<file path="src/rtl/mem_copy_engine.sv">
// mem_copy_engine: word-block copy master for the data memory, read then write per word.
// Optional MEMCPY_CHECKSUM_EN adds checksum_o, the mod-2^32 sum of the words written.
module mem_copy_engine #(
  parameter int MEM_BYTES = 128,
  parameter int LEN_W = 6
) (
  input  logic             clk_i,
  input  logic             rst_i,
  input  logic             start_i,
  input  logic [31:0]      src_i,
  input  logic [31:0]      dst_i,
  input  logic [LEN_W-1:0] len_i,
  output logic             busy_o,
  output logic             done_o,
  output logic             err_o,
  output logic [LEN_W-1:0] words_o,
  output logic [31:0]      mem_addr_o,
  output logic [31:0]      mem_data_o,
  input  logic [31:0]      mem_data_i,
  output logic             MemRead_o,
  output logic             MemWrite_o
`ifdef MEMCPY_CHECKSUM_EN
  ,
  output logic [31:0]      checksum_o
`endif
);
  typedef enum logic [1:0] {IDLE, READ, WRITE, DONE} state_t;
  state_t state;
  logic [31:0] sp, dp;
  logic [LEN_W-1:0] len_q;
  logic [32:0] src_end, dst_end, span;
  logic ok;
  assign span = {{(31-LEN_W){1'b0}}, len_i, 2'b00};
  assign src_end = {1'b0, src_i} + span;
  assign dst_end = {1'b0, dst_i} + span;
  assign ok = src_end <= 33'(MEM_BYTES) && dst_end <= 33'(MEM_BYTES) && src_i[1:0] == 2'b00 && dst_i[1:0] == 2'b00;
  // mem_data_o doubles as the word buffer: it is loaded at the READ edge and driven during WRITE
  always_ff @(posedge clk_i or posedge rst_i) begin
    if (rst_i) begin
      state <= IDLE;
      busy_o <= 1'b0;
      done_o <= 1'b0;
      err_o <= 1'b0;
      words_o <= '0;
      mem_addr_o <= '0;
      mem_data_o <= '0;
      MemRead_o <= 1'b0;
      MemWrite_o <= 1'b0;
      sp <= '0;
      dp <= '0;
      len_q <= '0;
`ifdef MEMCPY_CHECKSUM_EN
      checksum_o <= '0;
`endif
    end else begin
      case (state)
        IDLE: if (start_i) begin
          sp <= src_i;
          dp <= dst_i;
          len_q <= len_i;
          words_o <= '0;
          err_o <= !ok;
`ifdef MEMCPY_CHECKSUM_EN
          checksum_o <= '0;
`endif
          if (ok && len_i != '0) begin
            state <= READ;
            busy_o <= 1'b1;
            MemRead_o <= 1'b1;
            mem_addr_o <= src_i;
          end else begin
            state <= DONE;
            done_o <= 1'b1;
          end
        end
        READ: begin
          mem_data_o <= mem_data_i;
          sp <= sp + 32'd4;
          state <= WRITE;
          MemRead_o <= 1'b0;
          MemWrite_o <= 1'b1;
          mem_addr_o <= dp;
        end
        WRITE: begin
          dp <= dp + 32'd4;
          words_o <= words_o + LEN_W'(1);
          MemWrite_o <= 1'b0;
`ifdef MEMCPY_CHECKSUM_EN
          checksum_o <= checksum_o + mem_data_o;
`endif
          if (words_o + LEN_W'(1) == len_q) begin
            state <= DONE;
            busy_o <= 1'b0;
            done_o <= 1'b1;
          end else begin
            state <= READ;
            MemRead_o <= 1'b1;
            mem_addr_o <= sp;
          end
        end
        default: begin
          done_o <= 1'b0;
          state <= IDLE;
        end
      endcase
    end
  end
endmodule

</file>
<file path="config.mk">
export PLATFORM = sky130hd
export DESIGN_NAME = mem_copy_engine
export DESIGN_NICKNAME = d
export VERILOG_FILES = /design/src/rtl/mem_copy_engine.sv
export SDC_FILE = /design/constraint.sdc
export NUM_CORES = 1
export LEC_CHECK = 0
export ABC_AREA = 0
export CORE_MARGIN = 3
export CORE_UTILIZATION = 40
export DETAILED_ROUTE_END_ITERATION = 10
export PLACE_DENSITY = 0.65
export REMOVE_ABC_BUFFERS = 1
export SYNTH_ARGS = -nofsm -noshare
export SYNTH_HDL_FRONTEND = slang
export SYNTH_SLANG_ARGS = --single-unit
</file>
<file path="constraint.sdc">
create_clock -name clk_i -period 4.8 [get_ports clk_i]
set_clock_uncertainty 0.2 [all_clocks]
set_input_delay 0.96 -clock clk_i [delete_from_list [all_inputs] [get_ports clk_i]]
set_output_delay 0.96 -clock clk_i [all_outputs]
set_load 0.01 [all_outputs]
</file>
==> out/metrics.csv, run 1 <==
stage;metric;value;unit
status;status;finished clean;
pwr;switching share of power;45.2;%
timing;max-slew violation count;0;
die;Die ar.;28400;um^2
die;DIE HEIGHT;168;um
critical_path;CP max FO;15;
placement;final HPWL from detailed placement;26.3;mm
placement;GP Congestion;0.928;
flow_run;max_cap viols;0;
die;Floorplan Core Area;25500;um^2
route;DR vias/cell;6.16;
critical_path;CP bufs+invs;3;
die;I/O pins;180;
logic_synthesis;Most used DFF post-synth;dfrtp_1;
clock_network;worst-case clock buffer depth;2;
logic_synthesis;Syn Inst Count;1252;
timing;Final Hold Fails;0;
cells_and_area;share of layout cells above drive strength 1;14.4;%
critical_path;Top delay family on crit path;simple AND/OR/NAND/NOR gates;
pwr;fraction of power consumed by sequential logic;29.1;%
grt;first-pass GRT wire length;58.7;mm
grt;number of global-route vias before repair;10700;
pwr;part of the power in combinational logic;55.6;%
route;routed len/inst;20.6;um
clock_network;CTS tree;yes;
timing;unrepaired setup endpoints after global routing;true;
route;Iteration-0 DRC Markers;1189;
pwr;P_sw;3.92;mW
placement;I/O Buffers;179;
timing;setup_tns;0;ns
logic_synthesis;list of most frequent post-synthesis cells;dfrtp_1, nand2_1, a21oi_1;
timing;Worst slew margin;29.0;%
critical_path;Startpoint Class;primary input;
logic_synthesis;Synth top area share;34.8;%
critical_path;crit end category;flop;
clock_network;cts hold-fix bufs;0;
critical_path;critical path required time;4.94;ns
pwr;Pleak;5.47;nW
grt;pin count of the biggest net entering global routing;100;
clock_network;H-Tree Level Count;4;
timing;Final setup viols;0;
die;initial core utilization;41.3;%
clock_network;Num CTS Buffers;17;
clock_network;Worst-Skew Late Latency;0.44;ns
logic_synthesis;post-synthesis sequential area ratio;34.8;%
cells_and_area;post-route design area;13900;um^2
pwr;internal power;4.74;mW
route;routed vias;11200;
logic_synthesis;Synth cell types;69;
clock_network;clock root cell;clkbuf_16;
logic_synthesis;cell with the most instances after synthesis;dfrtp_1;
cells_and_area;Final Util;54.5;%
grt;GRT Total Usage;25.6;%
grt;initial antenna violation count;0;
timing;fin crit period;4.61;ns
die;row cnt;58;
timing;Worst-Margin Slew;1.06;ns
cells_and_area;antenna cells;0;
logic_synthesis;Synth area leaders;dfrtp_1, a21oi_1, mux2_2, nand2_1, o22ai_1;
logic_synthesis;number of synthesized flops with an enable pin;0;
logic_synthesis;mean area per synthesized cell;8.43;um^2
route;Routed WL;37.4;mm
pwr;Worst VDD drop;0.000681;V
timing;WHS;0.292;ns
logic_synthesis;Syn. warnings;0;
timing;post-route worst setup slack;0.188;ns
critical_path;Crit Path Category;primary input to flop;
logic_synthesis;ys async rst share;100;%
grt;grt ovf;0;
hold_path;HP Class;flop to flop;
critical_path;max incr delay on CP;0.58;ns
timing;crit share post-route;96.1;%
die;Die X;168;um
placement;worst slack at placement;-0.274;ns
route;first-pass detailed-route iteration total;6;
critical_path;most used cell, CP;o211ai_1;
cells_and_area;nets;1596;
logic_synthesis;register bit total from synthesis;147;
critical_path;critical-path cell list;clkdlybuf4s50_1 > ha_1 > nand3_1 > a21o_1 > a2111oi_0 > buf_4 > mux2i_1 > o211ai_1 > or4_1 > or4_4 > buf_12 > o211ai_1;
route;Remaining DRCs;0;
logic_synthesis;largest area contributor in the netlist;dfrtp_1;
timing;Peak Freq;0.217;GHz
placement;dpl cell area;13300;um^2
pwr;Clock power frac;15.3;%
cells_and_area;area grow syn2layout;31.9;%
route;antenna viol nets, final;0;
clock_network;Worst-path clk slew;0.07;ns
pwr;PwrDens;622;nW/um^2
critical_path;CP max-delay cell;or4_4;
logic_synthesis;Cell Area, Synth;10600;um^2
critical_path;data arrival time of the critical path;4.75;ns
clock_network;clk sink count;147;
final cells by class:
type | instances | area [um^2]
fillers | 2332 | 11600
clock inverters | 14 | 135
inverters | 15 | 61.3
flip-flops and latches | 147 | 3680
multi-input cells | 993 | 6500
repair buffers | 296 | 2710
well taps | 330 | 413
clock buffers | 18 | 429
worst min-delay path: stages, from the launching register on:
cell	delay, ns
dfrtp_1	0.36
nand2_1	0.05
nand2_1	0.05
power by group through the flow:
stage	sequential, mW	clock (mW)	combinational [mW]
floorplan	2.46	0	3.02
global placement	2.50	0	4.66
detailed placement	2.52	0	4.78
CTS	2.50	1.35	4.80
global route	2.61	1.40	5.30
finish	2.52	1.33	4.82
cell families after synthesis:
kind of cell | synth area share (%)
buf+inv | 4.37
xor+xnor | 2.20
fa+ha+maj | 2.63
compound gates | 26.8
flops | 34.8
simple gates | 21.8
mux | 7.32
placed cells by master, fill, tap and decap left out, types with 4 or more instances in the layout:
cell             instances
mux2i_1                 30
dfrtp_1                147
inv_1                   13
a311oi_1                 4
nand2b_1                 4
and2_1                  45
nor4_1                   9
a31oi_1                 41
nor3_1                  15
nor2b_1                 34
or3_1                    7
or4_1                    7
clkbuf_16               17
o31ai_1                  6
o211ai_1                44
a21oi_1                107
nand2_1                112
a211oi_1                 5
nand3_1                 60
o22ai_1                 54
o21ai_0                 51
inv_6                    9
and4_1                  19
o2111ai_1                7
ha_1                    16
buf_4                  114
mux2_2                  42
nand4_1                 24
o41ai_1                 34
a21o_1                   7
a22oi_1                 34
clkdlybuf4s50_1        179
nor2_1                  70
xor2_1                  11
xnor2_1                 13
a21oi_2                  4
and3_1                  26
flip-flops by register name (all words and copies together) (netlist names):
| name | flops |
|---|---|
| busy_o | 1 |
| err_o | 1 |
| words_o | 6 |
| mem_addr_o | 32 |
| MemWrite_o | 1 |
| mem_data_o | 32 |
| dp | 32 |
| state | 2 |
| sp | 32 |
| done_o | 1 |
| len_q | 6 |
| MemRead_o | 1 |
per-stage QoR:
stage          total power, mW  std cells
3_3_place_gp              7.15       1781
2_1_floorplan             5.48       1155
6_report                  8.66       1813
3_5_place_dp              7.30       1781
5_1_grt                   9.31       1813
4_1_cts                   8.65       1813
metal layers:
metal | vias up | global-route usage [%] | routed length [um]
met3 | 72 | 5.21 | 2600
li1 | 5230 | - | -
met5 | - | 0 | 0
met2 | 503 | 41.7 | 17600
met4 | 0 | 9.04 | 1160
met1 | 5357 | 34.1 | 16000
final timing paths:
kind | start | endpoint | slack, ns | cells past startpoint
worst max-delay path | len_i[2] | mem_addr_o[12] | 0.19 | 12
worst min-delay path | sp[0] | sp[0] | 0.29 | 2
worst max register to register | words_o[0] | mem_addr_o[24] | 1.58 | 7
worst min register to register | sp[0] | sp[0] | 0.29 | 2
max in group asynchronous | rst_i | sp[14] | 2.81 | 3
min in group asynchronous | rst_i | mem_data_o[14] | 0.82 | 2
repair_timing:
action                                  CTS  global route
resized for setup                         0             3
endpoints found under the setup margin    0            34
setup buffers                             0             0
Power figures use the tool's default switching activity.
==> run 2: changes to the inputs <==
--- a/config.mk
+++ b/config.mk
@@ -7,9 +7,9 @@
 export LEC_CHECK = 0
 export ABC_AREA = 0
 export CORE_MARGIN = 3
-export CORE_UTILIZATION = 40
+export CORE_UTILIZATION = 25
 export DETAILED_ROUTE_END_ITERATION = 10
-export PLACE_DENSITY = 0.65
+export PLACE_DENSITY = 0.45
 export REMOVE_ABC_BUFFERS = 1
 export SYNTH_ARGS = -nofsm -noshare
 export SYNTH_HDL_FRONTEND = slang
==> run 2 against run 1 <==
Clock power up 8%. Critical path depth stayed put. Fmax is 1.1% lower. Sequential power barely moved. Flip-flop and latch count unchanged. Global-route usage is 6.5 points lower. Worst hold slack got worse by 0.012 ns. Count of clock-buffer cells in the layout rose by 2. Register-to-register slack lost 0.07 ns. Critical endpoint is now mem_addr_o[22]. Largest power group unchanged.
==> out/metrics.csv, run 2 (synthesized netlist as in run 1, its figures left out) <==
stage;metric;value;unit;change
route;Iteration-0 DRC Markers;908;;-24%
timing;Final Hold Fails;0;;unchanged
cells_and_area;Final Util;34.8;%;-20 points
die;Floorplan Core Area;41300;um^2;+62%
pwr;Pleak;5.56;nW;+1.7%
clock_network;Worst-path clk slew;0.06;ns;about the same
placement;final HPWL from detailed placement;31.0;mm;+18%
clock_network;Num CTS Buffers;17;;unchanged
placement;I/O Buffers;179;;unchanged
timing;fin crit period;4.67;ns;+0.0534 ns
grt;initial antenna violation count;0;;unchanged
grt;pin count of the biggest net entering global routing;100;;unchanged
route;first-pass detailed-route iteration total;5;;-1
route;Remaining DRCs;0;;unchanged
pwr;Overall Power;8.91;mW;+2.8%
clock_network;clk sink count;147;;unchanged
clock_network;total setup buffers inserted after CTS;0;;unchanged
timing;WHS;0.281;ns;-0.0119 ns
cells_and_area;most frequent cells in the layout;clkdlybuf4s50_1, dfrtp_1, buf_4;;
cells_and_area;area grow syn2layout;36.2;%;
die;Die ar.;44700;um^2;+58%
route;DR vias/cell;5.46;;-11%
critical_path;max incr delay on CP;0.56;ns;-0.02 ns
critical_path;most used cell, CP;or4_1;;
critical_path;CP max FO;19;;+4
cells_and_area;antenna cells;0;;unchanged
placement;GP Congestion;0.835;;-10%
clock_network;cts hold-fix bufs;0;;unchanged
timing;crit share post-route;97.2;%;+1.1 points
critical_path;critical-path cell list;clkdlybuf4s50_1 > ha_2 > fa_1 > a21oi_1 > o22a_1 > or3_1 > nand4_1 > or4_1 > or4_1 > or4_4 > buf_12 > o211ai_1;;
clock_network;H-Tree Level Count;4;;unchanged
critical_path;data arrival time of the critical path;4.83;ns;+0.08 ns
critical_path;crit end category;flop;;
timing;max-slew violation count;0;;unchanged
timing;Peak Freq;0.214;GHz;-1.1%
critical_path;Critical Path Source;src_i[2];;
pwr;PwrDens;620;nW/um^2;-0.39%
timing;Final setup viols;0;;unchanged
status;status;finished clean;;
timing;setup_tns;0;ns;unchanged
grt;GRT Total Usage;19.1;%;-6.5 points
grt;first-pass GRT wire length;66.1;mm;+13%
timing;Worst slew margin;33.8;%;+4.8 points
critical_path;Crit Path Category;primary input to flop;;
placement;dpl cell area;13700;um^2;+2.7%
critical_path;R2R Path Start;words_o[0];;
cells_and_area;Filler cells;4287;;+84%
grt;grt ovf;0;;unchanged
route;routed vias;11100;;-0.74%
hold_path;min-delay src;sp[0];;
die;row cnt;74;;+28%
cells_and_area;nets;1611;;+0.94%
route;Routed WL;42.8;mm;+15%
route;routed len/inst;21.1;um;+2.3%
critical_path;CP max-delay cell;or4_1;;
clock_network;clock root cell;clkbuf_16;;
grt;number of global-route vias before repair;10800;;+1.3%
flow_run;max_cap viols;0;;unchanged
die;I/O pins;180;;unchanged
critical_path;critical path required time;4.96;ns;+0.02 ns
timing;unrepaired setup endpoints after global routing;true;;
cells_and_area;share of layout cells above drive strength 1;15.6;%;+1.3 points
clock_network;CTS tree;yes;;
cells_and_area;post-route design area;14400;um^2;+3.2%
clock_network;worst-case clock buffer depth;2;;unchanged
clock_network;post-cts gate resize count;0;;unchanged
die;DIE HEIGHT;212;um;+26%
pwr;Worst VDD drop;0.000338;V;-50%
route;antenna viol nets, final;0;;unchanged
cells_and_area;commonest non-fill, non-tap cell in the layout;clkdlybuf4s50_1;;
die;Die X;212;um;+26%
clock_network;Worst-Skew Late Latency;0.46;ns;+0.02 ns
hold_path;HP Class;flop to flop;;
timing;Worst-Margin Slew;0.979;ns;-0.0835 ns
die;initial core utilization;25.6;%;-16 points
critical_path;Startpoint Class;primary input;;
run 2: cell count changes in the layout (fill, tap and decap cells not counted), moves of 3 or more:
cell and change:
buf_4 +15, clkinvlp_4 +3, inv_6 -6, bufinv_16 +3, o41ai_2 +6, o41ai_1 -6, clkinv_2 +3
run 2: cell type report:
| type | count | area (um^2) | area share, % |
|---|---|---|---|
| clock buffer | 20 | 457 | 3.18 |
| timing repair buffer | 311 | 2810 | 19.6 |
| sequential | 147 | 3680 | 25.6 |
| inverter | 15 | 61.3 | 0.426 |
| tap | 532 | 666 | 4.63 |
| multi-input combinational | 993 | 6550 | 45.6 |
| clock inverter | 12 | 154 | 1.07 |
run 2: metal layers:
metal	wire length [um]	share of wire (%)	global-route usage [%]
met1	19300	45	25.2
met2	20500	48	31.9
met3	2290	5.4	4.52
met4	633	1.5	3.97
met5	0	0	0
run 2: worst paths after layout:
path	end	slack, ns	cells past startpoint
max in group asynchronous	mem_data_o[13]	2.64	3
worst max register to register	mem_addr_o[20]	1.51	7
min in group asynchronous	mem_data_o[11]	0.80	2
worst min-delay path	sp[0]	0.28	2
worst max-delay path	mem_addr_o[22]	0.13	12
worst min register to register	sp[0]	0.28	2
run 2: through the flow:
step / std cells / setup WS (ns)
finish: 2030 / 0.134
global route: 2030 / -0.0133
CTS: 2030 / 0.125
detailed placement: 1998 / -0.344
global placement: 1998 / -0.320
floorplan: 1155 / -3.14
run 2: worst max-delay path: cells and delay by family:
family / cells / cell delay (ns)
simple gates: 5 / 1.82
buf+inv: 2 / 0.70
fa+ha+maj: 2 / 0.69
compound gates: 3 / 0.64
run 2: report_power, final:
part           internal [mW]  switching, mW  total (mW)
sequential              1.86          0.664        2.53
combinational           2.22           2.72        4.93
clock                  0.846          0.599        1.44
==> run 3: changes to the inputs <==
--- a/config.mk
+++ b/config.mk
@@ -9,7 +9,7 @@
 export CORE_MARGIN = 3
 export CORE_UTILIZATION = 25
 export DETAILED_ROUTE_END_ITERATION = 10
-export PLACE_DENSITY = 0.45
+export PLACE_DENSITY = 0.44
 export REMOVE_ABC_BUFFERS = 1
 export SYNTH_ARGS = -nofsm -noshare
 export SYNTH_HDL_FRONTEND = slang
==> constraint.sdc (replaced) <==
create_clock -name clk_i -period 5.35 [get_ports clk_i]
set_clock_uncertainty 0.2 [all_clocks]
set_input_delay 1.07 -clock clk_i [delete_from_list [all_inputs] [get_ports clk_i]]
set_output_delay 1.07 -clock clk_i [all_outputs]
set_load 0.01 [all_outputs]
==> run 3 against run 2 <==
Register-to-register slack improved by 0.75 ns. Utilization decreased by 1.1 points. Sequential power decreased by 10%. Clock power decreased by 3%. Sequential share of layout area increased by 0.86 points. Critical path depth increased by 1. Count of clock-buffer cells in the layout increased by 4. Cell count decreased by 3.2%. Largest power group unchanged. Highest routed layer unchanged.
==> out/metrics.csv, run 3 (synthesized netlist as in run 1, its figures left out) <==
stage;metric;value;unit;change
status;status;finished clean;;
cells_and_area;register area;3680;um^2;unchanged
die;Die X;212;um;unchanged
pwr;fraction of power consumed by sequential logic;28.3;%;about the same
critical_path;crit end category;flop;;
grt;GRT Total Usage;19.0;%;-0.12 points
timing;unrepaired setup endpoints after global routing;false;;
cells_and_area;final cell count without fillers;1965;;-3.2%
timing;Peak Freq;0.205;GHz;
cells_and_area;post-route design area;13900;um^2;-3.3%
die;Die ar.;44700;um^2;unchanged
pwr;Worst VDD drop;0.000288;V;-15%
cells_and_area;share of layout cells above drive strength 1;11.1;%;-4.5 points
critical_path;Crit Path Category;primary input to flop;;
placement;worst slack at placement;0.100;ns;+0.445 ns
cells_and_area;area grow syn2layout;31.7;%;
clock_network;post-cts gate resize count;0;;unchanged
cells_and_area;nets;1546;;-4.0%
grt;grt ovf;0;;unchanged
grt;initial antenna violation count;0;;unchanged
cells_and_area;Final Util;33.7;%;-1.1 points
cells_and_area;most frequent cells in the layout;clkdlybuf4s50_1, dfrtp_1, nand2_1;;
flow_run;max_cap viols;0;;unchanged
route;Iteration-0 DRC Markers;770;;-15%
placement;GP Congestion;0.874;;+4.8%
clock_network;clk sink count;147;;unchanged
hold_path;hold depth;2;;unchanged
cells_and_area;commonest non-fill, non-tap cell in the layout;clkdlybuf4s50_1;;
critical_path;CP max FO;36;;+17
critical_path;most used cell, CP;buf_4;;
clock_network;worst-case clock buffer depth;2;;unchanged
placement;final HPWL from detailed placement;30.0;mm;-3.3%
pwr;P_sw;3.52;mW;-12%
route;Routed WL;42.3;mm;-1.2%
clock_network;total setup buffers inserted after CTS;0;;unchanged
placement;dpl cell area;13300;um^2;-3.3%
route;Remaining DRCs;0;;unchanged
pwr;Pleak;5.28;nW;-5.2%
route;DR vias/cell;5.44;;-0.40%
timing;WHS;0.282;ns;+0.00101 ns
route;routed vias;10700;;-3.6%
clock_network;CTS tree;yes;;
pwr;switching share of power;44.0;%;-0.73 points
grt;pin count of the biggest net entering global routing;100;;unchanged
pwr;part of the power in combinational logic;54.3;%;-1.1 points
critical_path;max incr delay on CP;0.50;ns;-0.06 ns
grt;number of global-route vias before repair;10800;;-0.21%
die;initial core utilization;25.6;%;unchanged
timing;setup_tns;0;ns;unchanged
placement;I/O Buffers;179;;unchanged
timing;Final Hold Fails;0;;unchanged
die;I/O pins;180;;unchanged
pwr;PwrDens;575;nW/um^2;-7.1%
clock_network;clock root cell;clkbuf_16;;
clock_network;cts hold-fix bufs;0;;unchanged
critical_path;CP max-delay cell;clkdlybuf4s50_1;;
route;routed len/inst;21.5;um;+2.0%
critical_path;critical path required time;5.45;ns;+0.49 ns
timing;crit share post-route;91.1;%;
die;DIE HEIGHT;212;um;unchanged
pwr;internal power;4.49;mW;-9.0%
critical_path;data arrival time of the critical path;4.98;ns;+0.15 ns
grt;first-pass GRT wire length;65.6;mm;-0.80%
route;antenna viol nets, final;0;;unchanged
placement;Cells after DPL;1933;;-3.3%
critical_path;critical-path cell list;clkdlybuf4s50_1 > ha_1 > fa_1 > a21oi_1 > o22ai_1 > buf_4 > a311oi_1 > o32ai_1 > nor4b_1 > o2111ai_4 > buf_4 > nor4_1 > a31oi_1;;
timing;post-route worst setup slack;0.476;ns;+0.341 ns
clock_network;Worst-path clk slew;0.06;ns;about the same
clock_network;Worst-Skew Late Latency;0.45;ns;about the same
die;Floorplan Core Area;41300;um^2;unchanged
timing;max-slew violation count;0;;unchanged
clock_network;Num CTS Buffers;17;;unchanged
critical_path;R2R depth;7;;unchanged
cells_and_area;Filler cells;4288;;+0.023%
timing;Worst slew margin;32.7;%;-1.1 points
route;first-pass detailed-route iteration total;8;;+3
critical_path;Startpoint Class;primary input;;
timing;Final setup viols;0;;unchanged
timing;fin crit period;4.87;ns;
pwr;Overall Power;8.00;mW;-10%
die;row cnt;74;;unchanged
pwr;Clock power frac;17.3;%;+1.1 points
cells_and_area;area of the multi-input gates;6500;um^2;-0.71%
timing;Worst-Margin Slew;0.996;ns;+0.0169 ns
cells_and_area;antenna cells;0;;unchanged
clock_network;H-Tree Level Count;4;;unchanged
hold_path;HP Class;flop to flop;;
==> run 3: path summary, 6_finish.rpt <==
path	start	end	slack [ns]
setup / recovery	len_i[0]	done_o	0.48
hold / removal	sp[0]	sp[0]	0.28
setup reg to reg	state[1]	sp[31]	2.26
hold reg to reg	sp[0]	sp[0]	0.28
max in group asynchronous	rst_i	len_q[0]	3.09
min in group asynchronous	rst_i	mem_data_o[13]	0.92
==> run 3: power groups by stage <==
stage | clock network [mW] | registers, mW | logic [mW]
2_1_floorplan | 0 | 2.21 | 2.72
5_1_grt | 1.47 | 2.37 | 4.86
4_1_cts | 1.43 | 2.27 | 4.40
3_5_place_dp | 0 | 2.28 | 4.38
6_report | 1.39 | 2.27 | 4.35
3_3_place_gp | 0 | 2.28 | 4.33
==> run 3: area by class of cell <==
class | count | share of cell area, %
clock buffers | 24 | 3.46
inverters | 15 | 0.441
well taps | 532 | 4.79
clock inverters | 8 | 1.24
repair buffers | 246 | 16.9
flip-flops and latches | 147 | 26.5
multi-input cells | 993 | 46.8
==> run 3: worst max-delay path, delay by kind of cell <==
kind / cells / cell delay, ns
compound gates: 6 / 1.23
simple gates: 2 / 0.95
fa+ha+maj: 2 / 0.69
buf+inv: 3 / 1.00
==> run 3: routing by layer <==
layer | GRT usage, % | share of wire (%) | vias up | wire, um
met1 | 24.8 | 45 | 5227 | 19000
li1 | - | - | 5135 | -
met3 | 3.85 | 4.9 | 41 | 2090
met4 | 5.31 | 1.7 | 0 | 727
met5 | 0 | 0 | - | 0
met2 | 31.9 | 48 | 278 | 20400
